--- config.mk ---
export PLATFORM = sky130hd
export DESIGN_NAME = rf_write_arb
export DESIGN_NICKNAME = d
export VERILOG_FILES = /design/src/rtl/rf_write_arb.sv
export SDC_FILE = /design/constraint.sdc
export NUM_CORES = 1
export LEC_CHECK = 0
export CELL_PAD_IN_SITES_DETAIL_PLACEMENT = 1
export CELL_PAD_IN_SITES_GLOBAL_PLACEMENT = 2
export CORE_ASPECT_RATIO = 0.7
export CORE_UTILIZATION = 20
export CTS_CLUSTER_SIZE = 10
export DETAILED_ROUTE_END_ITERATION = 7
export PLACE_DENSITY_LB_ADDON = 0.2
export SYNTH_ARGS = -nofsm -noshare
export SYNTH_HDL_FRONTEND = slang
export SYNTH_SLANG_ARGS = --single-unit
--- constraint.sdc ---
create_clock -name clk -period 3.32 [get_ports clk]
set_input_delay 0.332 -clock clk [delete_from_list [all_inputs] [get_ports clk]]
set_output_delay 0.332 -clock clk [all_outputs]
set_load 0.05 [all_outputs]
--- src/rtl/rf_write_arb.sv ---
// Two-port register-file write arbiter: port 0 has fixed priority, port 1 gets a forced grant after STARVE_LIMIT stalled cycles.
// Optional RF_WRITE_ARB_STATS_EN adds a saturating port-0 stall counter output.
module rf_write_arb #(
  parameter int STARVE_LIMIT = 4
) (
  input  logic        clk,
  input  logic        rst,
  input  logic        p0_valid,
  input  logic [4:0]  p0_reg,
  input  logic [31:0] p0_data,
  output logic        p0_ready,
  input  logic        p1_valid,
  input  logic [4:0]  p1_reg,
  input  logic [31:0] p1_data,
  output logic        p1_ready,
  output logic        RegWrite,
  output logic [4:0]  WriteRegister,
  output logic [31:0] WriteData
`ifdef RF_WRITE_ARB_STATS_EN
  ,
  output logic [15:0] p0_stall_cnt
`endif
);

  typedef enum logic {NORMAL, FORCE1} state_t;

  typedef struct packed {
    logic [4:0]  rg;
    logic [31:0] data;
  } wr_req_t;

  state_t     state;
  logic [2:0] starve_cnt;
  logic [2:0] cnt_nxt;
  logic       p0_xfer, p1_xfer;
  wr_req_t    req0, req1;

  assign req0 = '{rg: p0_reg, data: p0_data};
  assign req1 = '{rg: p1_reg, data: p1_data};

  always_comb begin
    p0_ready = 1'b0;
    p1_ready = 1'b0;
    if (!rst) begin
      case (state)
        NORMAL: begin
          p0_ready = 1'b1;
          p1_ready = !p0_valid;
        end
        FORCE1: p1_ready = 1'b1;
        default: ;
      endcase
    end
  end

  assign p0_xfer = p0_valid && p0_ready;
  assign p1_xfer = p1_valid && p1_ready;

  always_comb begin
    cnt_nxt = 3'd0;
    if (p1_valid && !p1_xfer)
      cnt_nxt = (starve_cnt == 3'd7) ? 3'd7 : starve_cnt + 3'd1;
  end

  always_ff @(posedge clk) begin
    if (rst) begin
      state         <= NORMAL;
      starve_cnt    <= 3'd0;
      RegWrite      <= 1'b0;
      WriteRegister <= 5'd0;
      WriteData     <= 32'd0;
    end else begin
      starve_cnt <= cnt_nxt;
      case (state)
        NORMAL:  if (p1_valid && cnt_nxt >= 3'(STARVE_LIMIT)) state <= FORCE1;
        FORCE1:  state <= NORMAL;
        default: state <= NORMAL;
      endcase
      // writes to r0 are accepted but never reach the register file
      if (p0_xfer) begin
        RegWrite      <= |req0.rg;
        WriteRegister <= req0.rg;
        WriteData     <= req0.data;
      end else if (p1_xfer) begin
        RegWrite      <= |req1.rg;
        WriteRegister <= req1.rg;
        WriteData     <= req1.data;
      end else begin
        RegWrite <= 1'b0;
      end
    end
  end

`ifdef RF_WRITE_ARB_STATS_EN
  always_ff @(posedge clk) begin
    if (rst)
      p0_stall_cnt <= 16'd0;
    else if (p0_valid && !p0_ready && p0_stall_cnt != 16'hFFFF)
      p0_stall_cnt <= p0_stall_cnt + 16'd1;
  end
`endif

endmodule

==> impl_metrics.yaml <==
die:
  die_w_um: 113
  placementRows: 27
  initial_core_util_pct: 21.3
  io_pins: 118
  coreArea_mm2: 0.00811
  die_y_um: 79.8
  die_area_mm2: 0.00903
final_layout:
  syn_to_final_growth_pct: 80.5
  final_nets: 380
  diodes: 0
  multiInputGateArea_um2: 801
  layout-drive-gt1-share_pct: 4.30
  fillers: 949
  ff_latch_area_um2: 841
yosys:
  post_synth_num_cell_types: 17
  synth_area_mm2: 0.00173
  synth_top_area_share_pct: 48.6
  yosys.cell_count.top_type: "dfxtp_1"
  yosys-top-cells-count: "dfxtp_1, nand2_1, mux2i_1"
  synth_seq_area_share_pct: 48.6
  postSynthAreaPerCell_um2: 9.30
  netlist.top_cell.by_area: "dfxtp_1"
  syn_nets: 265
  synth_edf_count: 0
  yosys-top-cells-area: "dfxtp_1, mux2i_1, nand2_1, o21ai_0, o21ai_1"
  ys.flop_type: "dfxtp_1"
  synth-async-reset-ratio_pct: 0
  synth_seq_cells: 42
  syn_inst: 186
  yosysWarnings: 0
timing:
  fin_crit_ns: 2.29
  slew_violations: 0
  worst_slew_pin_slew_ns: 0.956
  finalCritPeriodShare_pct: 68.9
  max_slew_margin_pct: 36.2
  timing.fmax_ghz: 0.437
  rsz0062_at_grt: "false"
  whs_ns: 0.453
  setup_tns_ns: 0
  skew_ns: 0.00522
  setup_violations: 0
  hold_viol_final: 0
power_and_ir_drop:
  leakagePower_nw: 1.25
  p_per_area_mw_per_mm2: 455
  p_total_mw: 1.42
  ir_drop_mv: 0.180
critical_path:
  cp_top_family: "buffers and inverters"
  crit_path_top_delay_cell: "clkdlybuf4s50_1"
  criticalPathCategory: "input port to output port"
  crit_chain: "clkdlybuf4s50_1 > a21o_1 > inv_1 > clkdlybuf4s50_1"
  arrival_ns: 1.96
  required_ns: 2.99
  slowest_delay_ns: 0.85
  start_kind: "input port"
  worstPathMaxFanout: 3
  crit_buf_inv: 3
  crit_top_cell: "clkdlybuf4s50_1"
  endpoint_kind: "output port"
route:
  drtIter0Drc: 54
  vias: 1715
  ant_nets: 0
  dr.pass1.iters: 4
  highest_layer: "met4"
  drc: 0
  met2_length_um: 2560
  drt-total-wl_um: 5770
  wl_met3_um: 428
  wire_per_inst_um: 14.3
  drt-met1-wl_um: 2770
  vias_per_cell: 4.26
cts:
  hold_buffers: 0
  cts_resized: 0
  clock_sinks: 42
  htree_levels: 2
  cts_tree: "done"
  cts-root-buf: "clkbuf_16"
  cts_buffers: 5
  worstSkewPairLatency_ns: 0.28
  cts.clk_slew.worst_paths_ns: 0.06
  clk_path_buf_depth: 2
  post_cts_buffers: 0
grt:
  grt_antenna_before_repair: 0
  grt-ovfl-total: 0
  groute.usage.overall_pct: 12.8
  grt_pass1_wl_um: 8850
  grt_pass1_vias: 1727
  grt_start_max_net_pins: 40
placement:
  io_buffers: 117
  hpwl_um: 4150
  gp_congestion: 0.697
hold_path:
  min_path_type: "flip-flop to flip-flop"
outcome:
  status: "completed"
job:
  maxCapViolations: 0
worst reg2reg max path: cells and delay by family, from the launching register on:
kind | cells | cell delay, ns
and+or+nand+nor | 2 | 0.88
AOI/OAI and AO/OA | 1 | 0.07
DFF | 1 | 0.35
buffers and inverters | 1 | 0.31
flip-flops by register name, summed over array words and instances (netlist names):
name	cells
RegWrite	1
WriteRegister	5
state	1
starve_cnt	3
WriteData	32
kinds of logic (layout without fill, tap and decap cells):
group	Yosys count	after routing	synth area share [%]
flops	42	42	48.6
mux	37	37	21.4
buf+inv	16	132	5.49
fa+ha+maj	1	1	0.723
simple gates	48	48	11.4
compound gates	42	42	12.4
per-stage QoR:
step | setup slack (ns) | area, um2 | instances | util [%]
after CTS | 1.01 | 3120 | 403 | 38.5
after global routing | 0.968 | 3120 | 403 | 38.5
after global placement | 1.04 | 2980 | 395 | 36.7
after detailed placement | 1.01 | 2980 | 395 | 36.7
final | 1.03 | 3120 | 403 | 38.5
after floorplan | 1.83 | 1730 | 186 | -
placed cells by master, fill, tap and decap left out:
| cell | Yosys | layout |
|---|---|---|
| buf_4 | 2 | 4 |
| a21oi_1 | 2 | 2 |
| mux2i_1 | 37 | 37 |
| o21ai_1 | 10 | 10 |
| or4_1 | 2 | 2 |
| a21o_1 | 1 | 1 |
| clkdlybuf4s50_1 | 0 | 116 |
| o31ai_1 | 1 | 1 |
| clkbuf_1 | 4 | 1 |
| inv_1 | 3 | 3 |
| nor3b_4 | 0 | 1 |
| o21ai_0 | 28 | 28 |
| nor2_1 | 6 | 6 |
| nand2_1 | 39 | 39 |
| dfxtp_1 | 42 | 42 |
| ha_1 | 1 | 1 |
| buf_2 | 4 | 1 |
| clkinv_2 | 0 | 1 |
| clkbuf_8 | 0 | 1 |
| clkbuf_16 | 0 | 5 |
layer usage:
metal | global-route usage (%) | up-vias
li1 | - | 865
met1 | 16.6 | 785
met2 | 20.2 | 63
met3 | 4.94 | 2
met4 | 2.76 | 0
met5 | 0 | -
cell type report:
class,count,area share (%)
inverters,3,0.361
clock buffers,7,4.57
repair buffers,121,38.3
multi-input cells,128,25.6
clock inverters,1,0.160
flip-flops and latches,42,26.9
well taps,101,4.05
power breakdown:
group          leakage (nW)  internal, mW  switching [mW]  total (mW)
clock network        0.0739         0.298           0.193       0.491
registers             0.348         0.539          0.0166       0.556
logic                 0.829         0.172           0.202       0.375
total                  1.25          1.01           0.412        1.42
path summary, 6_finish.rpt:
check,slack [ns],endpoint,cells after the start,from
worst min-delay path,0.45,starve_cnt[0],1,starve_cnt[0]
worst max-delay path,1.03,p1_ready,4,rst
worst min register to register,0.45,starve_cnt[0],1,starve_cnt[0]
worst max register to register,1.63,WriteData[13],4,state
(Power assumes the default switching activity.)
